[src/rtl/demo_frame_parser.sv]
// Byte-stream frame parser: SYNC, LEN, LEN payload bytes, CSUM -> payload stream plus per-frame status.
// Define DEMO_FRAME_PARSER_STATS_EN to build the saturating good/bad frame counters.
module demo_frame_parser #(
    parameter logic [7:0] SYNC_BYTE = 8'hA5,
    parameter int         MAX_LEN   = 64,
    parameter int         TIMEOUT   = 16,
    parameter int         CNT_W     = 16
) (
    input  logic             clk,
    input  logic             rst_n,
    input  logic             s_valid,
    output logic             s_ready,
    input  logic [7:0]       s_data,
    output logic             m_valid,
    input  logic             m_ready,
    output logic [7:0]       m_data,
    output logic             m_last,
    output logic             frm_done,
    output logic             frm_ok,
    output logic [1:0]       frm_err,
    input  logic             stat_clr,
    output logic [CNT_W-1:0] good_cnt,
    output logic [CNT_W-1:0] bad_cnt
);

    typedef enum logic [1:0] {S_IDLE, S_LEN, S_PAY, S_CSUM} state_t;

    localparam int           TW       = $clog2(TIMEOUT + 1);
    localparam logic [7:0]   MAX_LEN_B = 8'(MAX_LEN);
    localparam logic [TW-1:0] TMO_LAST = TW'(TIMEOUT - 1);

    state_t        state_q, state_d;
    logic [7:0]    len_q, len_d;
    logic [7:0]    acc_q, acc_d;
    logic [TW-1:0] tmo_q, tmo_d;
    logic          m_valid_q, m_valid_d;
    logic [7:0]    m_data_q, m_data_d;
    logic          m_last_q, m_last_d;
    logic          frm_done_q, frm_done_d;
    logic          frm_ok_q, frm_ok_d;
    logic [1:0]    frm_err_q, frm_err_d;

    logic       in_beat;
    logic       out_beat;
    logic [7:0] acc_sum;

    always_comb begin
        s_ready    = (state_q == S_PAY) ? (!m_valid_q || m_ready) : 1'b1;
        in_beat    = s_valid && s_ready;
        out_beat   = m_valid_q && m_ready;
        acc_sum    = acc_q + s_data;

        state_d    = state_q;
        len_d      = len_q;
        acc_d      = acc_q;
        tmo_d      = tmo_q;
        m_valid_d  = m_valid_q && !m_ready;
        m_data_d   = m_data_q;
        m_last_d   = out_beat ? 1'b0 : m_last_q;
        frm_done_d = 1'b0;
        frm_ok_d   = 1'b0;
        frm_err_d  = 2'd0;

        case (state_q)
            S_IDLE: begin
                if (in_beat && s_data == SYNC_BYTE) state_d = S_LEN;
            end
            S_LEN: begin
                if (in_beat) begin
                    len_d = s_data;
                    acc_d = s_data;
                    if (s_data == 8'd0) begin
                        state_d = S_CSUM;
                    end else if (s_data > MAX_LEN_B) begin
                        frm_done_d = 1'b1;
                        frm_err_d  = 2'd2;
                        state_d    = S_IDLE;
                    end else begin
                        state_d = S_PAY;
                    end
                end
            end
            S_PAY: begin
                if (in_beat) begin
                    m_data_d  = s_data;
                    m_valid_d = 1'b1;
                    m_last_d  = (len_q == 8'd1);
                    acc_d     = acc_sum;
                    len_d     = len_q - 8'd1;
                    if (len_q == 8'd1) state_d = S_CSUM;
                end
            end
            S_CSUM: begin
                if (in_beat) begin
                    frm_done_d = 1'b1;
                    frm_ok_d   = (acc_sum == 8'd0);
                    frm_err_d  = (acc_sum == 8'd0) ? 2'd0 : 2'd1;
                    state_d    = S_IDLE;
                end
            end
            default: state_d = S_IDLE;
        endcase

        // Idle cycles mid-frame count toward the abort; backpressure stalls do not.
        if (state_q == S_IDLE || in_beat) begin
            tmo_d = '0;
        end else if (!s_valid) begin
            if (tmo_q == TMO_LAST) begin
                tmo_d      = '0;
                frm_done_d = 1'b1;
                frm_err_d  = 2'd3;
                state_d    = S_IDLE;
            end else begin
                tmo_d = tmo_q + TW'(1);
            end
        end
    end

    always_ff @(posedge clk or negedge rst_n) begin
        if (!rst_n) begin
            state_q    <= S_IDLE;
            len_q      <= 8'd0;
            acc_q      <= 8'd0;
            tmo_q      <= '0;
            m_valid_q  <= 1'b0;
            m_data_q   <= 8'd0;
            m_last_q   <= 1'b0;
            frm_done_q <= 1'b0;
            frm_ok_q   <= 1'b0;
            frm_err_q  <= 2'd0;
        end else begin
            state_q    <= state_d;
            len_q      <= len_d;
            acc_q      <= acc_d;
            tmo_q      <= tmo_d;
            m_valid_q  <= m_valid_d;
            m_data_q   <= m_data_d;
            m_last_q   <= m_last_d;
            frm_done_q <= frm_done_d;
            frm_ok_q   <= frm_ok_d;
            frm_err_q  <= frm_err_d;
        end
    end

    assign m_valid  = m_valid_q;
    assign m_data   = m_data_q;
    assign m_last   = m_last_q;
    assign frm_done = frm_done_q;
    assign frm_ok   = frm_ok_q;
    assign frm_err  = frm_err_q;

`ifdef DEMO_FRAME_PARSER_STATS_EN
    logic [CNT_W-1:0] good_q, good_d;
    logic [CNT_W-1:0] bad_q, bad_d;

    always_comb begin
        good_d = good_q;
        bad_d  = bad_q;
        if (stat_clr) begin
            good_d = '0;
            bad_d  = '0;
        end else if (frm_done_q) begin
            if (frm_ok_q && good_q != '1) good_d = good_q + CNT_W'(1);
            if (!frm_ok_q && bad_q != '1) bad_d = bad_q + CNT_W'(1);
        end
    end

    always_ff @(posedge clk or negedge rst_n) begin
        if (!rst_n) begin
            good_q <= '0;
            bad_q  <= '0;
        end else begin
            good_q <= good_d;
            bad_q  <= bad_d;
        end
    end

    assign good_cnt = good_q;
    assign bad_cnt  = bad_q;
`else
    logic unused_stat_clr;
    assign unused_stat_clr = stat_clr;
    assign good_cnt = '0;
    assign bad_cnt  = '0;
`endif

endmodule

[config.mk]
export PLATFORM = sky130hd
export DESIGN_NAME = demo_frame_parser
export DESIGN_NICKNAME = d
export VERILOG_FILES = /design/src/rtl/demo_frame_parser.sv
export SDC_FILE = /design/constraint.sdc
export NUM_CORES = 1
export LEC_CHECK = 0
export ABC_AREA = 1
export BUFFER_PORTS_ARGS = -buffer_cell sky130_fd_sc_hd__clkbuf_2
export CAP_MARGIN = 20
export CORE_MARGIN = 8
export CORE_UTILIZATION = 54
export DETAILED_ROUTE_END_ITERATION = 7
export MAX_ROUTING_LAYER = met4
export PLACE_DENSITY = 0.9
export SETUP_SLACK_MARGIN = 0.5
export SLEW_MARGIN = 20
export SYNTH_ARGS = -nofsm -noshare
export SYNTH_HDL_FRONTEND = slang
export SYNTH_SLANG_ARGS = --single-unit
[constraint.sdc]
create_clock -name clk -period 1.9 [get_ports clk]
set_input_delay 0.095 -clock clk [delete_from_list [all_inputs] [get_ports clk]]
set_output_delay 0.095 -clock clk [all_outputs]
set_load 0.02 [all_outputs]
==> results.yml, run 1 <==
placed_design:
  portBuffers: 26
  hpwl_um: 4340
  gp_congestion: 0.898
worst_hold_path:
  hp-start: "m_ready"
  hold_depth: 4
  hp-class: "in2reg"
  min_delay_worst_endpoint: "m_valid"
global_routing:
  first_global_vias: 2357
  grt_first_pass_wirelength_um: 10900
  overflow: 0
  grt_usage: 0.192
  antenna_found_initial: 0
  grt_max_degree: 21
yosys:
  synthTopCellsByArea: "dfrtp_1, nand2_1, buf_4"
  synth_top_area_cell: "dfrtp_1"
  ys_types: 34
  synth_area_um2: 2490
  synth_edf_count: 0
  async_reset_ff_frac: 1.00
  synthXorXnorAreaFrac: 0.0105
  synth_commonest_cells: "nand2_1, inv_1, nor2_1, dfrtp_1, buf_4"
  avgSynthCellArea_um2: 7.44
  synth_compound_area_frac: 0.109
  synth_top_family_by_area: "simple AND/OR/NAND/NOR gates"
  synth-seq-area-share: 0.371
  yosys.area_share.simple: 0.263
  ys_warn_count: 0
  syn_inst: 335
  yosysMostFrequentCell: "nand2_1"
  synth_top_area_share: 0.371
  synth_fa_ha_area_frac: 0.0582
  ys_ff_latch: 37
  synth_top_flop_cell: "dfrtp_1"
  synthMuxAreaShare: 0.00452
finish:
  diodes: 0
  fillers: 264
  utilization: 0.755
  finalNetCount: 416
  layout-drive-gt1-share: 0.387
  area_delta_synth_final_pct: 33.7
worst_setup_path:
  rrSetupSlack_ns: -0.02
  cp-end-kind: "flop"
  cp.required_ns: 2.08
  r2r_cells: 10
  r2r-end: "frm_err[0]"
  timing.rr.start: "acc_q[0]"
  startpoint_type: "flop"
  crit_type: "reg2reg"
  worstPathArrival_ns: 2.11
  cp_max_fo: 2
pwr:
  p_sw_mw: 1.02
  power_mw: 2.72
  peakVddDrop_mv: 0.386
  swShare: 0.375
  p_leak_nw: 1.62
  intPower_mw: 1.70
  powerDensity_nw_per_um2: 816
  power_frac_seq: 0.355
  combPwrFrac: 0.380
  p_clk_frac: 0.265
detailed_routing:
  wirelength_um: 8430
  wl_per_cell_um: 19.0
  antenna_left: 0
  drtPass1Iterations: 5
  drcViolationCount: 0
  num_vias: 2621
  via_per_inst: 5.89
  first_iter_violations: 410
sta:
  setup_viol: 1
  rsz0062_at_grt: "yes"
  slew_violations: 0
  min_period_over_period: 1.01
  setup_ws_ns: -0.0236
  finalCriticalPeriod_ns: 1.92
  fin_worst_skew_ns: 0.00736
  fmax_mhz: 520
  finalHoldViolations: 0
floorplan:
  fp.dieW_um: 84.0
  die_y_um: 84.0
  coreArea_um2: 4410
  die_area_um2: 7050
  io_pins: 60
  start_util: 0.565
  rows: 24
run_status:
  violations: "negative setup slack"
  status: "finished, violations left"
cts:
  cts_buffers: 5
  clk_latency_ns: 0.30
  cts_buffer_depth: 2
  clock_sink_count: 37
  cts_root_buffer: "clkbuf_8"
  cts_tree: "built"
  cts.clk_slew.worst_paths_ns: 0.08
  htree_levels: 2
flow_run:
  drv_cap: 0
==> power by group through the flow <==
stage	clock network, mW	registers, mW	logic, mW
floorplan	0	0.936	0.508
global placement	0	0.934	0.574
detailed placement	0	0.937	0.607
CTS	0.719	0.935	0.724
global route	0.750	0.974	1.11
finish	0.720	0.965	1.03
==> worst max-delay path, cell delays in order, from the launching register on <==
cell and delay (ns):
dfrtp_1 0.39, ha_4 0.16, inv_2 0.04, fa_2 0.54
nand2_2 0.06, nor2_2 0.15, nand3_2 0.08, nor2_2 0.14
nand2_2 0.10, nand2_1 0.09, nand2_1 0.05
==> per-stage QoR <==
stage	setup slack, ns	hold WS [ns]	area [um2]	std cells	TNS [ns]
final	-0.0236	0.0935	3330	445	-0.0236
after global routing	-0.0580	0.124	3330	445	-0.0856
after CTS	0.121	0.0978	3000	435	0
after detailed placement	0.0916	0.0582	2570	411	0
after global placement	0.138	0.0477	2570	411	0
after floorplan	0.306	-0.201	2610	366	0
==> logic make-up (layout without fill, tap and decap cells) <==
family          Yosys count  after routing
fa+ha+maj                11             11
compound gates           49             49
buf+inv                  84            111
mux                       1              1
xor+xnor                  3              3
flops                    37             37
other cells               1             32
simple gates            149            149
==> routing by layer <==
metal,GRT usage,vias up,wire [um]
met5,-,-,0
met4,0.113,0,515
met3,0.0586,65,945
met2,0.300,236,3980
met1,0.210,1204,2990
li1,-,1116,-
==> registers in the layout, summed over array words and instances, names as in the netlist, 2 cells and up <==
signal,flops
acc_q,8
len_q,8
m_data,8
tmo_q,5
frm_err,2
state_q,2
==> worst max path at each step <==
stage,start,end,slack (ns),cells after the start
global route,acc_q[0],frm_err[0],-0.06,10
global placement,acc_q[0],frm_err[0],0.14,10
detailed placement,acc_q[0],frm_err[0],0.09,13
CTS,acc_q[0],frm_err[0],0.12,13
floorplan,acc_q[0],frm_err[0],0.31,13
finish,acc_q[0],frm_err[0],-0.02,10
==> final cells by class <==
type                            count  area [um2]  area share
Clock inverter                      1        30.0     0.00901
Inverter                           47         181      0.0544
Multi-Input combinational cell    245        1610       0.482
Timing Repair Buffer               56         437       0.131
Sequential cell                    37         927       0.278
Clock buffer                        7        86.3      0.0259
Tap cell                           52        65.1      0.0195
==> cells in the final DEF, fill, tap and decap left out, types with 2 or more instances in the layout <==
cell type	n
nand2_8	2
o21ai_1	6
inv_4	2
conb_1	32
nand2_2	18
nand2_1	60
nor2_2	10
dfrtp_1	36
nand3_2	7
a21oi_2	9
nor2_1	19
nand3_1	10
inv_1	36
clkbuf_8	6
buf_6	5
o31ai_1	2
inv_2	9
a21oi_4	2
nand2_4	3
a31oi_2	2
buf_4	21
nor2_4	10
o21ai_0	14
xnor2_1	2
a21oi_1	7
nand4_1	4
clkbuf_2	25
a31oi_1	3
ha_1	3
ha_4	7
==> repair_timing <==
action	CTS	global route
setup buffers	14	9
pin swaps	23	29
gates cloned	1	1
setup endpoints to repair	22	24
endpoints found under the hold margin	17	0
hold buffers	1	0
resized for setup	38	73
Power figures use the tool's default switching activity.
==> run 2: changes to the inputs <==
- SETUP_SLACK_MARGIN: 0.5 -> unset
==> results.yml, run 2 (same netlist as run 1, synthesis figures left out) <==
floorplan:
  coreArea_um2: 4410
  rows: 24
  fp.dieW_um: 84.0
  io_pins: 60
  die_area_um2: 7050
  start_util: 0.565
  die_y_um: 84.0
worst_setup_path:
  max_stage_delay_ns: 0.53
  cp.required_ns: 2.09
  startpoint_type: "flop"
  cp_common_cell: "nand2_1"
  cp-end-kind: "flop"
  cp_max_fo: 2
  path_cells: "ha_2, inv_1, fa_2, nand2_1, nor2_2, nand3_1, nor2_1, nand2_1, nand2_1, nand2_1"
  crit_path_end: "frm_err[0]"
  timing.rr.start: "acc_q[0]"
  setup.worst_path.start: "acc_q[0]"
  rrSetupSlack_ns: 0.02
  critical-path-slowest-cell: "fa_2"
  r2r_cells: 10
  worstPathArrival_ns: 2.07
  r2r-end: "frm_err[0]"
  crit_type: "reg2reg"
cts:
  cts_buffer_depth: 2
  clock_sink_count: 37
  cts.clk_slew.worst_paths_ns: 0.08
  cts_tree: "built"
  clk_latency_ns: 0.30
  cts_buffers: 5
  htree_levels: 2
  cts_root_buffer: "clkbuf_8"
global_routing:
  antenna_found_initial: 0
  overflow: 0
  grt_max_degree: 21
  grt_usage: 0.170
  first_global_vias: 2128
  grt_first_pass_wirelength_um: 9760
pwr:
  peakVddDrop_mv: 0.454
  p_leak_nw: 1.46
  powerDensity_nw_per_um2: 870
sta:
  min_period_over_period: 0.989
  setup_viol: 0
  rsz0062_at_grt: "yes"
  slew_violations: 0
  finalHoldViolations: 0
  finalCriticalPeriod_ns: 1.88
  fin_worst_skew_ns: 0.00865
  fmax_mhz: 532
placed_design:
  portBuffers: 26
  hpwl_um: 4440
  gp_congestion: 0.917
  placed_area_um2: 2570
finish:
  diodes: 0
  finalInstanceArea_um2: 2720
  layout.cells.most_common: "nand2_1"
  layout-drive-gt1-share: 0.146
  final_cell_mix: "nand2_1, inv_1, nor2_1, dfrtp_1, conb_1"
  finalNetCount: 392
  utilization: 0.616
  area_delta_synth_final_pct: 9.08
detailed_routing:
  via_per_inst: 5.12
  drtPass1Iterations: 4
  wirelength_um: 5690
  drcViolationCount: 0
  antenna_left: 0
  wl_per_cell_um: 13.5
  first_iter_violations: 125
  num_vias: 2154
worst_hold_path:
  hp-class: "in2reg"
flow_run:
  drv_cap: 0
run_status:
  status: "finished, final reports clean"
## run 2: changes by cell type in the layout (fill, tap and decap cells not counted), moves of 8 or more
cell	previous run	this run
nand3_1	10	18
a21oi_1	7	18
buf_4	21	5
nor2_4	10	1
a21oi_2	9	0
nor2_1	19	37
nor2_2	10	1
nand2_1	60	79
nand2_2	18	1
inv_1	36	45
## run 2: how the worst min path moves through the flow
| stage | startpoint | end | slack, ns | cells past startpoint |
|---|---|---|---|---|
| 6_report | s_data[3] | m_data[3] | 0.10 | 2 |
| 5_1_grt | s_data[3] | m_data[3] | 0.12 | 2 |
| 4_1_cts | s_data[3] | m_data[3] | 0.10 | 2 |
| 3_5_place_dp | rst_n | tmo_q[0] | 0.06 | 1 |
| 3_3_place_gp | rst_n | tmo_q[1] | 0.05 | 1 |
| 2_1_floorplan | rst_n | acc_q[0] | -0.20 | 0 |
## run 2: timing repair
item,CTS,global route
setup buffers,0,0
hold endpoints to repair,17,0
resized for setup,0,4
endpoints found under the setup margin,0,2
hold buffers,1,0
## run 2: layout make-up
type                            count  area, um2
Clock inverter                      3       65.1
Timing Repair Buffer               32        178
Multi-Input combinational cell    245       1240
Sequential cell                    37        926
Clock buffer                        5       68.8
Inverter                           47        176
Fill cell                         386       1690
Tap cell                           52       65.1
## run 2: power breakdown
part	switching [mW]	internal (mW)	leakage (nW)	total (mW)
registers	0.0568	0.868	0.485	0.925
clock network	0.296	0.522	0.0681	0.817
logic	0.413	0.211	0.902	0.624
total	0.766	1.60	1.46	2.37
## run 2: per-layer routing
layer | share of wire | vias to the layer above | GRT usage
met4 | 0.026 | 0 | 0.0738
met5 | 0 | - | -
met3 | 0.074 | 15 | 0.0498
met1 | 0.41 | 971 | 0.192
li1 | - | 1071 | -
met2 | 0.49 | 97 | 0.274
## run 2: worst max-delay path: cells and delay by family, from the launching register on
family	cells	cell delay, ns
fa+ha+maj	2	0.71
simple gates	7	0.66
flops	1	0.36
buf+inv	1	0.05
## run 2: through the flow
stage	hold slack [ns]	instances	TNS (ns)	setup WS (ns)	power (mW)
after floorplan	-0.201	366	0	0.254	1.44
after global placement	0.0454	412	0	0.103	1.51
after detailed placement	0.0551	412	0	0.0292	1.54
after CTS	0.104	421	0	0.0202	2.35
after global routing	0.117	421	-0.0538	-0.0538	2.51
final	0.104	421	0	0.0218	2.37
==> run 3: changes to the inputs <==
- CORE_UTILIZATION: 54 -> 49
- PLACE_DENSITY: 0.9 -> 0.87
- SKIP_CTS_REPAIR_TIMING: unset -> 1
- SLEW_MARGIN: 20 -> 15
- clock period: 1.9 -> 1.6 ns (I/O delays scaled with it)
==> results.yml, run 3 (same netlist as run 1, synthesis figures left out) <==
run_status:
  status: "finished, violations left"
  violations: "negative setup slack"
sta:
  slew_violations: 0
  fmax_mhz: 554
  rsz0062_at_grt: "yes"
  finalCriticalPeriod_ns: 1.81
  timing.hold.ws_ns: 0.0887
  fin_worst_skew_ns: 0.00883
  min_period_over_period: 1.13
  setup_viol: 4
  finalHoldViolations: 0
  setup_ws_ns: -0.206
worst_setup_path:
  timing.rr.start: "acc_q[0]"
  critical-path-slowest-cell: "fa_2"
  cp.required_ns: 1.80
  worstPathArrival_ns: 2.00
  cp-end-kind: "flop"
  crit_type: "reg2reg"
  cp_common_cell: "nand2_1"
  r2r_cells: 13
  rrSetupSlack_ns: -0.21
  path_cells: "ha_2, inv_2, fa_2, inv_2, nand2_2, nand2_4, nand3_2, nand2_1, nand3_1, nor2_1, nand2_1, nand2_1, nand2_1"
  r2r-end: "frm_err[0]"
  max_stage_delay_ns: 0.37
  startpoint_type: "flop"
  cp_max_fo: 3
pwr:
  combPwrFrac: 0.331
  powerDensity_nw_per_um2: 920
  p_clk_frac: 0.248
  power_frac_seq: 0.421
  peakVddDrop_mv: 0.469
  p_sw_mw: 0.979
  intPower_mw: 1.66
  swShare: 0.371
  p_leak_nw: 1.47
global_routing:
  grt_max_degree: 38
  overflow: 0
  grt_first_pass_wirelength_um: 9150
  antenna_found_initial: 0
  first_global_vias: 2021
  grt_usage: 0.155
detailed_routing:
  drtPass1Iterations: 4
  via_per_inst: 4.86
  wirelength_um: 5850
  num_vias: 2166
  drcViolationCount: 0
  wl_per_cell_um: 13.1
  first_iter_violations: 207
  antenna_left: 0
cts:
  cts_root_buffer: "clkbuf_8"
  cts_buffer_depth: 2
  cts_buffers: 5
  cts.clk_slew.worst_paths_ns: 0.08
  htree_levels: 2
  clk_latency_ns: 0.30
  clock_sink_count: 37
  cts_tree: "built"
finish:
  diodes: 0
  fillers: 461
  finalNetCount: 399
  finalInstanceArea_um2: 2870
  final_cell_mix: "nand2_1, inv_1, nor2_1"
  layout.cells.most_common: "nand2_1"
  instances_no_fill: 446
  utilization: 0.573
  layout-drive-gt1-share: 0.221
  area_delta_synth_final_pct: 15.2
placed_design:
  pre_cts_ws_ns: -0.161
  gp_congestion: 0.895
  place_inst: 437
  portBuffers: 26
  placed_area_um2: 2640
  hpwl_um: 4320
worst_hold_path:
  hp-class: "in2reg"
  hold_depth: 3
  min_delay_worst_endpoint: "state_q[1]"
  hp-start: "s_valid"
floorplan:
  rows: 26
  io_pins: 60
  die_area_um2: 7630
  die_y_um: 87.3
  fp.dieW_um: 87.3
  start_util: 0.498
  coreArea_um2: 5010
flow_run:
  drv_cap: 0
## run 3: changes by cell type in the layout (fill, tap and decap cells not counted), moves of 2 or more
cell       previous run  this run
nand3_1              18        15
buf_4                 5        11
ha_4                  0         5
nand2_2               1         6
a21oi_1              18        11
inv_1                45        43
nand2_1              79        73
a21oi_2               0         7
inv_2                 2         4
ha_1                  9         4
nand3_2               0         3
bufinv_16             2         0
## run 3: worst max path at each step
stage                   from          to  slack [ns]  cells after the start
floorplan           acc_q[0]  frm_err[0]       0.006                     13
global placement    acc_q[0]  frm_err[0]       -0.07                     10
detailed placement  acc_q[0]  frm_err[0]       -0.16                     13
CTS                 acc_q[0]  frm_err[0]       -0.17                     13
global route        acc_q[0]  frm_err[0]       -0.32                     13
finish              acc_q[0]  frm_err[0]       -0.21                     13
## run 3: layout make-up
type | count | area (um2) | area share
tap | 70 | 87.6 | 0.0305
multi-input combinational | 245 | 1360 | 0.474
timing repair buffer | 39 | 234 | 0.0814
clock inverter | 3 | 17.5 | 0.00610
inverter | 47 | 176 | 0.0614
sequential | 37 | 926 | 0.322
clock buffer | 5 | 68.8 | 0.0240
## run 3: power by group through the flow
stage                     clock [mW]  sequential (mW)  combinational [mW]
after floorplan                    0             1.11               0.603
after global placement             0             1.11               0.709
after detailed placement           0             1.12               0.736
after CTS                      0.665             1.10               0.743
after global routing           0.703             1.13               0.985
final                          0.655             1.11               0.875
## run 3: per-stage QoR
| step | power, mW | setup TNS (ns) |
|---|---|---|
| 5_1_grt | 2.81 | -0.993 |
| 4_1_cts | 2.51 | -0.366 |
| 3_3_place_gp | 1.82 | -0.0704 |
| 2_1_floorplan | 1.71 | 0 |
| 3_5_place_dp | 1.85 | -0.309 |
| 6_report | 2.64 | -0.511 |
## run 3: worst max-delay path: cells and delay by family, from the launching register on
kind	cells	cell delay, ns
flops	1	0.36
fa+ha+maj	2	0.56
buf+inv	2	0.12
simple gates	9	0.67
## run 3: routing by layer
layer / vias up / part of all wire / global-route usage
met5: - / 0 / -
met4: 0 / 0.019 / 0.0672
met3: 9 / 0.077 / 0.0292
met2: 74 / 0.48 / 0.237
met1: 1002 / 0.42 / 0.194
li1: 1081 / - / -
